[config.mk]
export PLATFORM = sky130hd
export DESIGN_NAME = clk_edge_monitor_flat
export DESIGN_NICKNAME = d
export VERILOG_FILES = /design/src/rtl/clk_edge_monitor_pkg.sv /design/src/rtl/clk_edge_monitor_if.sv /design/src/rtl/clk_edge_monitor_sync_2ff.sv /design/src/rtl/clk_edge_monitor.sv /design/src/flat_wrapper.sv
export SDC_FILE = /design/constraint.sdc
export NUM_CORES = 1
export LEC_CHECK = 0
export BUFFER_PORTS_ARGS = -buffer_cell sky130_fd_sc_hd__buf_2
export CORE_MARGIN = 2
export CORE_UTILIZATION = 45
export DETAILED_ROUTE_END_ITERATION = 10
export PLACE_DENSITY = 0.66
export SLEW_MARGIN = 20
export SYNTH_ARGS = -nofsm -noshare
export SYNTH_HDL_FRONTEND = slang
export SYNTH_HIERARCHICAL = 1
export SYNTH_SLANG_ARGS = --single-unit
export TNS_END_PERCENT = 1
[constraint.sdc]
create_clock -name clk -period 2.45 [get_ports clk]
set_input_delay 0.49 -clock clk [delete_from_list [all_inputs] [get_ports clk]]
set_output_delay 0.49 -clock clk [all_outputs]
set_load 0.03 [all_outputs]
[src/rtl/clk_edge_monitor_pkg.sv]
// clk_mon_pkg: shared types and default sizing for the clock edge monitor.
package clk_mon_pkg;

  localparam int unsigned PW_DEFAULT      = 16;
  localparam int unsigned TIMEOUT_DEFAULT = 64;
  localparam int unsigned DG_LEN_DEFAULT  = 3;

  typedef enum logic [1:0] {
    IDLE  = 2'd0,
    WAIT  = 2'd1,
    MEAS  = 2'd2,
    STALL = 2'd3
  } mon_state_t;

endpackage

[src/rtl/clk_edge_monitor_if.sv]
// clk_edge_monitor_if: monitored clock input, enable and the measurement
// results. The master side drives clk_in/en, the slave side is the monitor.
interface clk_edge_monitor_if
  import clk_mon_pkg::*;
#(
  parameter int unsigned PW = PW_DEFAULT
);

  logic          clk_in;
  logic          en;
  logic          tick;
  logic [PW-1:0] period;
  logic          period_valid;
  logic          stalled;
  logic [31:0]   edge_count;

  modport master (
    output clk_in, en,
    input  tick, period, period_valid, stalled, edge_count
  );

  modport slave (
    input  clk_in, en,
    output tick, period, period_valid, stalled, edge_count
  );

endinterface

[src/rtl/clk_edge_monitor_sync_2ff.sv]
// sync_2ff: 1-bit two-flop synchronizer for asynchronous inputs (clocks
// sampled as data, switches, buttons). Both flops clear on reset.
module sync_2ff (
  input  logic clk,
  input  logic rst,
  input  logic d,
  output logic q
);

  logic s1;

  // Two back-to-back flops give metastability time before q is used
  always_ff @(posedge clk or posedge rst) begin
    if (rst) begin
      s1 <= 1'b0;
      q  <= 1'b0;
    end else begin
      s1 <= d;
      q  <= s1;
    end
  end

endmodule

[src/rtl/clk_edge_monitor.sv]
// clk_edge_monitor: samples a slow clock as data in the clk domain, emits a
// one-cycle rising-edge tick, measures the edge-to-edge period in clk cycles
// and flags a clock that has stopped toggling.
// Build option: define CLK_MON_DEGLITCH_EN to insert a stability filter of
// DG_LEN cycles between the synchronizer and the edge detector.
module clk_edge_monitor
  import clk_mon_pkg::*;
#(
  parameter int unsigned PW      = PW_DEFAULT,
  parameter int unsigned TIMEOUT = TIMEOUT_DEFAULT,
  parameter int unsigned DG_LEN  = DG_LEN_DEFAULT
) (
  input  logic clk,
  input  logic rst,
  clk_edge_monitor_if.slave bus
);

  // Reject configurations where the timeout cannot be represented in cnt
  if (TIMEOUT < 2 || 64'(TIMEOUT) >= (64'd1 << PW) || DG_LEN < 1) begin : g_bad_cfg
    $error("clk_edge_monitor: TIMEOUT or DG_LEN out of range");
  end

  logic          s2;
  logic          lvl;
  logic          lvl_d;
  logic          rise;
  mon_state_t    state;
  logic [PW-1:0] cnt;
  logic          tick_q;
  logic [PW-1:0] period_q;
  logic          period_valid_q;
  logic          stalled_q;
  logic [31:0]   edge_count_q;

  sync_2ff u_sync (
    .clk (clk),
    .rst (rst),
    .d   (bus.clk_in),
    .q   (s2)
  );

`ifdef CLK_MON_DEGLITCH_EN
  localparam int unsigned DG_W = (DG_LEN > 1) ? $clog2(DG_LEN + 1) : 1;

  logic [DG_W-1:0] dg_cnt;

  // Level follows s2 only after s2 has disagreed with it for DG_LEN cycles
  always_ff @(posedge clk or posedge rst) begin
    if (rst) begin
      lvl    <= 1'b0;
      dg_cnt <= '0;
    end else if (s2 == lvl) begin
      dg_cnt <= '0;
    end else if (dg_cnt == DG_W'(DG_LEN - 1)) begin
      lvl    <= s2;
      dg_cnt <= '0;
    end else begin
      dg_cnt <= dg_cnt + 1'b1;
    end
  end
`else
  // Without the filter the level is just one more register after the synchronizer
  always_ff @(posedge clk or posedge rst) begin
    if (rst) begin
      lvl <= 1'b0;
    end else begin
      lvl <= s2;
    end
  end
`endif

  // Previous level for rising-edge detection
  always_ff @(posedge clk or posedge rst) begin
    if (rst) begin
      lvl_d <= 1'b0;
    end else begin
      lvl_d <= lvl;
    end
  end

  assign rise = lvl & ~lvl_d;

  // Measurement FSM with all outputs registered; en low forces IDLE from any state
  always_ff @(posedge clk or posedge rst) begin
    if (rst) begin
      state          <= IDLE;
      cnt            <= '0;
      tick_q         <= 1'b0;
      period_q       <= '0;
      period_valid_q <= 1'b0;
      stalled_q      <= 1'b0;
      edge_count_q   <= '0;
    end else begin
      tick_q         <= rise & bus.en;
      period_valid_q <= 1'b0;
      if (rise && bus.en) begin
        edge_count_q <= edge_count_q + 1'b1;
      end
      if (!bus.en) begin
        state     <= IDLE;
        cnt       <= '0;
        stalled_q <= 1'b0;
      end else begin
        case (state)
          IDLE: begin
            state <= WAIT;
            cnt   <= '0;
          end
          WAIT: begin
            cnt <= '0;
            if (rise) begin
              state <= MEAS;
            end
          end
          MEAS: begin
            if (rise) begin
              period_q       <= cnt + 1'b1;
              period_valid_q <= 1'b1;
              cnt            <= '0;
            end else if (cnt == PW'(TIMEOUT - 1)) begin
              state     <= STALL;
              stalled_q <= 1'b1;
            end else begin
              cnt <= cnt + 1'b1;
            end
          end
          STALL: begin
            if (rise) begin
              state     <= MEAS;
              cnt       <= '0;
              stalled_q <= 1'b0;
            end
          end
          default: begin
            state <= IDLE;
            cnt   <= '0;
          end
        endcase
      end
    end
  end

  assign bus.tick         = tick_q;
  assign bus.period       = period_q;
  assign bus.period_valid = period_valid_q;
  assign bus.stalled      = stalled_q;
  assign bus.edge_count   = edge_count_q;

endmodule

[src/flat_wrapper.sv]
// flat-port wrapper written by rule: the top's interface ports become plain ports
module clk_edge_monitor_flat import clk_mon_pkg::*;
#(
  parameter int unsigned PW      = PW_DEFAULT,
  parameter int unsigned TIMEOUT = TIMEOUT_DEFAULT,
  parameter int unsigned DG_LEN  = DG_LEN_DEFAULT
)
  (clk, rst, bus_clk_in, bus_en, bus_tick, bus_period, bus_period_valid, bus_stalled, bus_edge_count);
  clk_edge_monitor_if #(.PW(PW)) bus_i ();
  input  logic clk;
  input  logic rst;
  input wire logic [$bits(bus_i.clk_in)-1:0] bus_clk_in;
  input wire logic [$bits(bus_i.en)-1:0] bus_en;
  output wire logic [$bits(bus_i.tick)-1:0] bus_tick;
  output wire logic [$bits(bus_i.period)-1:0] bus_period;
  output wire logic [$bits(bus_i.period_valid)-1:0] bus_period_valid;
  output wire logic [$bits(bus_i.stalled)-1:0] bus_stalled;
  output wire logic [$bits(bus_i.edge_count)-1:0] bus_edge_count;
  assign bus_i.clk_in = bus_clk_in;
  assign bus_i.en = bus_en;
  assign bus_tick = bus_i.tick;
  assign bus_period = bus_i.period;
  assign bus_period_valid = bus_i.period_valid;
  assign bus_stalled = bus_i.stalled;
  assign bus_edge_count = bus_i.edge_count;
  clk_edge_monitor #(.PW(PW), .TIMEOUT(TIMEOUT), .DG_LEN(DG_LEN)) u_core (.clk(clk), .rst(rst), .bus(bus_i));
endmodule
==> impl_metrics.tcl, run 1 <==
set metrics [dict create \
    leakage_uw 0.001819 \
    ant_nets 0 \
    cp.required_ns 2.67 \
    fp.dieH_um 91.21 \
    crit_type "flop to flop" \
    layout.cells.non_filler 490 \
    syn-cell-area_um2 3422 \
    via_count 2654 \
    via_per_inst 5.416 \
    dp_hpwl_mm 4.848 \
    register_area_um2 1827 \
    cap_violations 0 \
    root_buffer "clkbuf_8" \
    clock_latency_ns 0.34 \
    ys_async_sr_fraction_pct 100.0 \
    area_delta_synth_final_pct 17.18 \
    cts_tree "yes" \
    drt-initial-drc-count 232 \
    period_needed_ns 2.054 \
    grt_max_degree 37 \
    fmax_mhz 486.9 \
    multi_input_area_um2 1496 \
    wire_per_inst_um 14.13 \
    grt_pass1_vias 2567 \
    use_met3_pct 3.485 \
    dp.cells 473 \
    hold_class "input port to flop" \
    die-area_um2 8318 \
    syn_nets 336 \
    clkSinkCount 73 \
    finalWirelength_mm 6.923 \
    status "finished, final reports clean" \
    antenna_found_initial 0 \
    cp-startpoint "u_core/cnt[10]$_DFFE_PP0P_" \
    reg2reg_depth 4 \
    die_x_um 91.21 \
    period_share_pct 83.83 \
    ys_types 38 \
    synth_seq_cells 73 \
    clockBufferDepth 2 \
    final_nets 392 \
    hold_viol 0 \
    r2r_slack_ns 0.40 \
    cp.arrival_ns 2.28 \
    antenna_cells 0 \
    grtUsageTotal_pct 18.20 \
    setup_viol 0 \
    synth-edff-count 0 \
    port_buffers 54 \
    cts_made_buffers 9 \
    peakVddDrop_mv 0.5230 \
    drive_gt1_share_pct 21.99 \
    gr-total-overflow 0 \
    setup-tns-final_ns 0 \
    fp-row-count 31 \
    cts.clk_slew.worst_paths_ns 0.08 \
    synthesis.instances 330 \
    final_core_util_pct 54.99 \
    drt_pass1_iterations 4 \
    initial_utilization_pct 46.93 \
    route.detailed.drc 0 \
    grtUsageMet1_pct 27.42 \
    worstMarginPinSlew_ns 0.6703 \
    ys.flop_type "dfrtp_1" \
    critPathLaunchType "flop" \
    rsz0062_at_grt "no" \
    fillers 685 \
    grt_busiest_layer "met1" \
    end_kind "flop" \
    cp_max_fo 5 \
    gp_congestion 0.8115 \
    ctsHtreeMaxLevel 3 \
    ios 55 \
    rr_endpoint "u_core/cnt[2]$_DFFE_PP0P_" \
    skew_ns 0.006915 \
    core_area_um2 7292 \
    reg2reg_from "u_core/cnt[10]$_DFFE_PP0P_" \
    holdPathStages 1 \
    min_from "bus_clk_in" \
    syn_area_per_cell_um2 10.37 \
    powerDensity_nw_per_um2 627.2 \
    drv_slew 0 \
    max_slew_margin_pct 55.31 \
    grt_pass1_wl_mm 12.27 \
    use_met2_pct 25.74 \
    hold_end "u_core/u_sync/s1$_DFF_PP0_" \
    yosysSeqAreaShare_pct 53.38 \
    ys.warnings.count 6 \
]
area by class of cell:
| type | count | area share, % |
|---|---|---|
| Clock buffer | 10 | 3.183 |
| Sequential cell | 73 | 45.55 |
| Timing Repair Buffer | 61 | 8.424 |
| Inverter | 8 | 0.7488 |
| Multi-Input combinational cell | 233 | 37.32 |
| Clock inverter | 6 | 1.685 |
| Tap cell | 99 | 3.089 |
cell usage in the layout, fill, tap and decap left out, types with 6 or more instances in the layout:
| cell type | n |
|---|---|
| a21oi_1 | 10 |
| and3_1 | 7 |
| and4_1 | 10 |
| buf_2 | 54 |
| clkbuf_8 | 9 |
| dfrtp_1 | 73 |
| inv_1 | 6 |
| nand2_1 | 32 |
| nand3_1 | 19 |
| nand4_1 | 25 |
| nor2_1 | 14 |
| o21ai_0 | 19 |
| xnor2_1 | 35 |
| xor2_1 | 13 |
sequential cells by signal (all words and copies together), names as in the netlist, 2 cells and up:
name,count
u_core/state,2
u_core/bus.edge_count,32
u_core/bus.period,16
u_core/cnt,16
cell families (layout without fill, tap and decap cells):
family,count (synthesis),in the layout,share of synthesized area (%)
simple gates,143,143,23.58
flops,73,73,53.38
xor+xnor,48,48,12.29
compound gates,40,40,7.130
buf+inv,24,85,2.888
fa+ha+maj,2,2,0.7311
worst max path at each step:
| stage | end | slack, ns |
|---|---|---|
| 2_1_floorplan | u_core/bus.edge_count[0]$_DFFE_PP0N_ | 0.16 |
| 3_3_place_gp | u_core/bus.edge_count[28]$_DFFE_PP0N_ | 0.41 |
| 3_5_place_dp | u_core/bus.edge_count[6]$_DFFE_PP0N_ | 0.36 |
| 4_1_cts | u_core/cnt[2]$_DFFE_PP0P_ | 0.39 |
| 5_1_grt | u_core/cnt[5]$_DFFE_PP0P_ | 0.20 |
| 6_report | u_core/cnt[2]$_DFFE_PP0P_ | 0.40 |
synthesized netlist by cell type (2+ instances only):
library cell | number | area (µm²)
xnor2_1 | 35 | 306.5
buf_2 | 6 | 30.03
or3_2 | 3 | 22.52
ha_1 | 2 | 25.02
or3b_2 | 2 | 17.52
nand2_1 | 32 | 120.1
nor2b_1 | 4 | 25.02
nand4_1 | 25 | 156.4
and3_1 | 7 | 43.79
o21ai_0 | 19 | 95.09
or3_1 | 5 | 31.28
clkbuf_1 | 9 | 33.78
and4_1 | 10 | 87.58
dfrtp_1 | 73 | 1827
a31oi_1 | 4 | 25.02
a21oi_1 | 10 | 50.05
nor4_1 | 5 | 31.28
nand3_1 | 19 | 95.09
inv_1 | 7 | 26.28
nand2b_1 | 2 | 12.51
or4_1 | 4 | 30.03
and2_1 | 2 | 12.51
nor2_1 | 14 | 52.55
o31ai_1 | 3 | 22.52
nor3_1 | 3 | 15.01
xor2_1 | 13 | 113.9
timing repair:
action                    in CTS  in global routing
hold buffers                   1                  0
setup buffers                  0                  0
hold endpoints to repair       2                  0
gates resized for setup        0                  0
metrics by stage:
stage | worst slack (ns) | power, µW | hold WS [ns] | cell area (µm²)
final | 0.3962 | 2515 | 0.2590 | 4010
after global routing | 0.2018 | 2633 | 0.2428 | 4010
after CTS | 0.3927 | 2551 | 0.2439 | 4010
after detailed placement | 0.3624 | 1621 | 0.3364 | 3805
after global placement | 0.4075 | 1618 | 0.3342 | 3805
after floorplan | 0.1634 | 1531 | 0.2312 | 3422
worst max-delay path, cell delays in order (launching register included):
cell	delay [ns]
dfrtp_1	0.44
or4_4	0.58
nor4_1	0.48
a31oi_1	0.15
a211oi_1	0.29
power by group:
| group | internal [µW] | total [µW] | switching [µW] | leakage, µW |
|---|---|---|---|---|
| logic | 86.5 | 273 | 187 | 0.000728 |
| clock network | 474 | 922 | 448 | 0.0000929 |
| registers | 1260 | 1320 | 60.4 | 0.000998 |
| total | 1820 | 2520 | 695 | 0.00182 |
metal layers:
metal	routed length, µm	part of all wire (%)
met5	0	0
met4	102	1.5
met3	239	3.5
met2	3032	44
met1	3547	51
No activity file was read; power rests on OpenSTA's default activity.
==> run 2: changes to the inputs <==
==> constraint.sdc (replaced) <==
create_clock -name clk -period 2 [get_ports clk]
set_input_delay 0.4 -clock clk [delete_from_list [all_inputs] [get_ports clk]]
set_output_delay 0.4 -clock clk [all_outputs]
set_load 0.03 [all_outputs]
==> run 2 against run 1 <==
Sequential power is 23% higher. Combinational power increased by 25%. Fmax up 9.4%. Highest routed layer unchanged. Total power rose by 22%. Critical endpoint unchanged. First-iteration DRC count decreased by 30%.
==> impl_metrics.tcl, run 2 (same netlist as run 1, synthesis figures left out) <==
set metrics [dict create \
    ctsHtreeMaxLevel 3 \
    rsz0062_at_grt "yes" \
    hold_viol 0 \
    final_core_util_pct 56.74 \
    wire_per_inst_um 13.73 \
    clkSinkCount 73 \
    cp-startpoint "u_core/cnt[11]$_DFFE_PP0P_" \
    ios 55 \
    fin_hold_ws_ns 0.1682 \
    setup-tns-final_ns 0 \
    grt_pass1_vias 2471 \
    fp.dieH_um 91.21 \
    rr_endpoint "u_core/cnt[2]$_DFFE_PP0P_" \
    core_area_um2 7292 \
    setup_slack_ns 0.1221 \
    grt_pass1_wl_mm 12.15 \
    clockBufferDepth 2 \
    crit_path_cell_trace "or4_4 > nor4_1 > a31oi_1 > a211oi_1" \
    setup_viol 0 \
    dp_slack_ns 0.08429 \
    dpl_cell_area_um2 3926 \
    slowest_stage "or4_4" \
    status "finished, final reports clean" \
    cp.required_ns 2.24 \
    cp_max_fo 5 \
    drive_gt1_share_pct 25.19 \
    dp_hpwl_mm 4.780 \
    layout_common_cells "73 x dfrtp_1, 54 x buf_2, 35 x xnor2_1, 32 x nand2_1, 25 x nand4_1" \
    period_share_pct 93.89 \
    end_kind "flop" \
    ant_nets 0 \
    finalWirelength_mm 6.919 \
    critical_path.max_stage_delay_ns 0.55 \
    fmax_mhz 532.5 \
    gp_congestion 0.8339 \
    clock_latency_ns 0.34 \
    powerDensity_nw_per_um2 744.4 \
    cts.clk_slew.worst_paths_ns 0.08 \
    grt_max_degree 72 \
    reg2reg_depth 4 \
    gr-total-overflow 0 \
    final_nets 406 \
    max_slew_margin_pct 57.56 \
    crit_type "flop to flop" \
    cap_violations 0 \
    route.detailed.drc 0 \
    hold_class "input port to flop" \
    cts_tree "yes" \
    cp.arrival_ns 2.12 \
    port_buffers 54 \
    post_cts.repair.setup_buffers 0 \
    leakage_uw 0.001898 \
    period_needed_ns 1.878 \
    cts_made_buffers 9 \
    area_delta_synth_final_pct 20.91 \
    r2r_slack_ns 0.12 \
    grtUsageTotal_pct 18.16 \
    antenna_cells 0 \
    via_count 2634 \
    drt_pass1_iterations 4 \
    initial_utilization_pct 46.93 \
    min_from "bus_clk_in" \
    critPathLaunchType "flop" \
    skew_ns 0.01447 \
    hold_end "u_core/u_sync/s1$_DFF_PP0_" \
    holdPathStages 1 \
    fp-row-count 31 \
    drt-initial-drc-count 163 \
    drv_slew 0 \
    root_buffer "clkbuf_8" \
    reg2reg_from "u_core/cnt[11]$_DFFE_PP0P_" \
    finish.instance_area_um2 4138 \
    die_x_um 91.21 \
    via_per_inst 5.226 \
    peakVddDrop_mv 0.5379 \
    antenna_found_initial 0 \
    layout_commonest_cell "dfrtp_1" \
    die-area_um2 8318 \
    largest_reg_flops 32 \
    worstMarginPinSlew_ns 0.6348 \
]
## run 2: cell count changes in the layout (fill, tap and decap cells not counted), sizes merged
cell | previous run | this run
clkbuf | 10 | 9
inv | 8 | 7
clkinv | 3 | 5
buf | 60 | 74
## run 2: worst max path at each step
| stage | end | depth (start not counted) |
|---|---|---|
| 4_1_cts | u_core/cnt[2]$_DFFE_PP0P_ | 4 |
| 3_3_place_gp | u_core/cnt[0]$_DFFE_PP0P_ | 5 |
| 3_5_place_dp | u_core/cnt[2]$_DFFE_PP0P_ | 4 |
| 6_report | u_core/cnt[2]$_DFFE_PP0P_ | 4 |
| 2_1_floorplan | u_core/cnt[3]$_DFFE_PP0P_ | 6 |
| 5_1_grt | u_core/bus.stalled$_DFFE_PP0P_ | 4 |
## run 2: worst max-delay path: cells and delay by family (launching register included)
family	cells	cell delay [ns]
and+or+nand+nor	2	0.98
DFF	1	0.42
AOI/OAI and AO/OA	2	0.39
## run 2: layout make-up
class,instances,area [µm²]
Clock inverter,7,70.07
Multi-Input combinational cell,233,1500
Sequential cell,73,1827
Tap cell,99,123.9
Fill cell,675,3154
Timing Repair Buffer,75,459.2
Inverter,8,33.78
Clock buffer,9,123.9
## run 2: power by group
part / internal [µW] / switching, µW
registers: 1540 / 74.9
logic: 109 / 230
clock network: 575 / 546
## run 2: what timing repair did
| item | 4_1_cts | 5_1_grt |
|---|---|---|
| gates resized for setup | 0 | 2 |
| endpoints found under the hold margin | 2 | 0 |
| endpoints found under the setup margin | 0 | 4 |
| hold buffers | 1 | 0 |
## run 2: per-stage QoR
stage                     total power, µW  instances
after CTS                            3125        504
after detailed placement             1989        487
final                                3080        504
after floorplan                      1876        330
after global placement               1984        487
after global routing                 3235        504
## run 2: layer usage
layer / up-vias / track usage (%) / wire length (µm)
li1: 1311 / - / -
met1: 1254 / 26.10 / 3341
met2: 63 / 26.67 / 3105
met3: 6 / 4.149 / 394
met4: 0 / 7.197 / 77
met5: - / 0 / 0
==> run 3: changes to the inputs <==
--- a/config.mk
+++ b/config.mk
@@ -9,7 +9,7 @@
 export CORE_MARGIN = 2
 export CORE_UTILIZATION = 45
 export DETAILED_ROUTE_END_ITERATION = 10
-export PLACE_DENSITY = 0.66
+export PLACE_DENSITY = 0.67
 export SLEW_MARGIN = 20
 export SYNTH_ARGS = -nofsm -noshare
 export SYNTH_HDL_FRONTEND = slang
==> constraint.sdc (replaced) <==
create_clock -name clk -period 2 [get_ports clk]
set_input_delay 0.4 -clock clk [delete_from_list [all_inputs] [get_ports clk]]
set_output_delay 0.4 -clock clk [all_outputs]
set_load 0.01 [all_outputs]
==> run 3 against run 2 <==
Total power is 2.1% lower. First-iteration DRC count grew 16%. Die area unchanged. Setup slack lost 0.034 ns. Worst hold slack got worse by 0.0078 ns. Critical path depth up 1. Fmax down 1.8%. Register-to-register slack got worse by 0.03 ns. Sequential share of layout area is the same. Final cell count decreased by 0.20%. Clock power is essentially flat. Critical path type unchanged. Largest power group unchanged. Highest routed layer unchanged.
==> impl_metrics.tcl, run 3 (same netlist as run 1, synthesis figures left out) <==
set metrics [dict create \
    antenna_cells 0 \
    wire_per_inst_um 13.91 \
    crit_path_cell_trace "or4_1 > o41ai_4 > buf_4 > xor2_1 > nor2_1" \
    port_buffers 54 \
    grt_pass1_wl_mm 12.19 \
    p_int_uw 2239 \
    period_share_pct 95.60 \
    finalWirelength_mm 6.998 \
    largest_reg_flops 32 \
    ant_nets 0 \
    drt_pass1_iterations 4 \
    cp_max_fo 10 \
    ctsHtreeMaxLevel 3 \
    gp_congestion 0.8257 \
    register_area_um2 1827 \
    core_area_um2 7292 \
    via_count 2643 \
    reg2reg_depth 5 \
    ios 55 \
    fp.dieH_um 91.21 \
    critical_path.max_stage_delay_ns 0.65 \
    die-area_um2 8318 \
    powerDensity_nw_per_um2 728.8 \
    clkSinkCount 73 \
    setup_viol 0 \
    fmax_mhz 523.0 \
    skew_ns 0.01105 \
    clockBufferDepth 2 \
    dp_hpwl_mm 4.805 \
    pwr-share-seq_pct 53.7 \
    peakVddDrop_mv 0.3809 \
    critPathLaunchType "flop" \
    antenna_found_initial 0 \
    grt_pass1_vias 2574 \
    rr_endpoint "u_core/cnt[0]$_DFFE_PP0P_" \
    pwr-share-clk_pct 38.2 \
    worstMarginPinSlew_ns 0.6426 \
    reg2reg_from "u_core/cnt[14]$_DFFE_PP0P_" \
    initial_utilization_pct 46.93 \
    holdPathStages 1 \
    status "finished, final reports clean" \
    cap_violations 0 \
    hold_class "input port to flop" \
    drive_gt1_share_pct 25.00 \
    period_needed_ns 1.912 \
    fillers 660 \
    end_kind "flop" \
    drt-initial-drc-count 189 \
    slowest_stage "or4_1" \
    route.detailed.drc 0 \
    area_delta_synth_final_pct 20.91 \
    cts_tree "yes" \
    grt_max_degree 72 \
    layout_common_cells "73 x dfrtp_1, 54 x buf_2, 35 x xnor2_1, 32 x nand2_1, 25 x nand4_1" \
    multi_input_area_um2 1503 \
    fp-row-count 31 \
    cts_made_buffers 9 \
    layout_commonest_cell "dfrtp_1" \
    final_nets 405 \
    switching_share_pct 25.76 \
    cp-startpoint "u_core/cnt[14]$_DFFE_PP0P_" \
    drv_slew 0 \
    die_x_um 91.21 \
    p_total_uw 3016 \
    setup-tns-final_ns 0 \
    fin_hold_ws_ns 0.1604 \
    combPwrFrac_pct 8.1 \
    cts.clk_slew.worst_paths_ns 0.08 \
    grtUsageTotal_pct 18.10 \
    p_switching_uw 776.8 \
    via_per_inst 5.254 \
    clock_latency_ns 0.35 \
    crit_type "flop to flop" \
    setup.worst_path.end "u_core/cnt[0]$_DFFE_PP0P_" \
    leakage_uw 0.001899 \
    cp.arrival_ns 2.12 \
    gr-total-overflow 0 \
    max_slew_margin_pct 57.04 \
    root_buffer "clkbuf_8" \
    r2r_slack_ns 0.09 \
    hold_viol 0 \
    cp.required_ns 2.21 \
]
==> run 3: cell type report <==
class | instances | area share [%]
Clock buffer | 9 | 2.994
Clock inverter | 7 | 1.905
Inverter | 8 | 0.8164
Multi-Input combinational cell | 233 | 36.32
Sequential cell | 73 | 44.15
Tap cell | 99 | 2.994
Timing Repair Buffer | 74 | 10.83
==> run 3: worst max-delay path, delay by kind of cell (launching register included) <==
| kind | cells | cell delay, ns |
|---|---|---|
| and+or+nand+nor | 2 | 0.70 |
| AOI/OAI and AO/OA | 1 | 0.31 |
| DFF | 1 | 0.43 |
| xor gates and xnor gates | 1 | 0.15 |
| buffers and inverters | 1 | 0.20 |
==> run 3: per-stage QoR <==
step | area [µm²] | util [%] | setup slack [ns] | cells
2_1_floorplan | 3426 | - | 0.04131 | 330
3_3_place_gp | 3919 | 53.74 | 0.1494 | 486
3_5_place_dp | 3919 | 53.74 | 0.1145 | 486
4_1_cts | 4131 | 56.66 | 0.07600 | 503
5_1_grt | 4138 | 56.74 | -0.0007572 | 503
6_report | 4138 | 56.74 | 0.08803 | 503
==> run 3: how the worst min path moves through the flow <==
stage,slack [ns],startpoint,to
after CTS,0.14,bus_clk_in,u_core/u_sync/s1$_DFF_PP0_
after detailed placement,0.28,rst,u_core/u_sync/s1$_DFF_PP0_
final,0.16,bus_clk_in,u_core/u_sync/s1$_DFF_PP0_
after global routing,0.14,bus_clk_in,u_core/u_sync/s1$_DFF_PP0_
after global placement,0.28,rst,u_core/u_sync/s1$_DFF_PP0_
after floorplan,0.14,rst,u_core/u_sync/q$_DFF_PP0_
==> run 3: metal layers <==
layer  routed length, µm  share of wire, %  track usage (%)
met4                 103               1.5            5.808
met2                3088                44            27.47
met1                3539                51            25.56
met3                 266               3.8            4.564
met5                   0                 0                0
==> run 3: power by group through the flow <==
stage	registers, µW	logic (µW)	clock network (µW)
global route	1630	278	1260
finish	1620	245	1150
global placement	1640	247	0
detailed placement	1650	248	0
floorplan	1660	118	0
CTS	1620	250	1210
==> run 3: repair_timing <==
item / 4_1_cts / 5_1_grt
resized for setup: 0 / 1
endpoints found under the setup margin: 0 / 2
setup buffers: 0 / 0
hold buffers: 1 / 0
endpoints found under the hold margin: 2 / 0
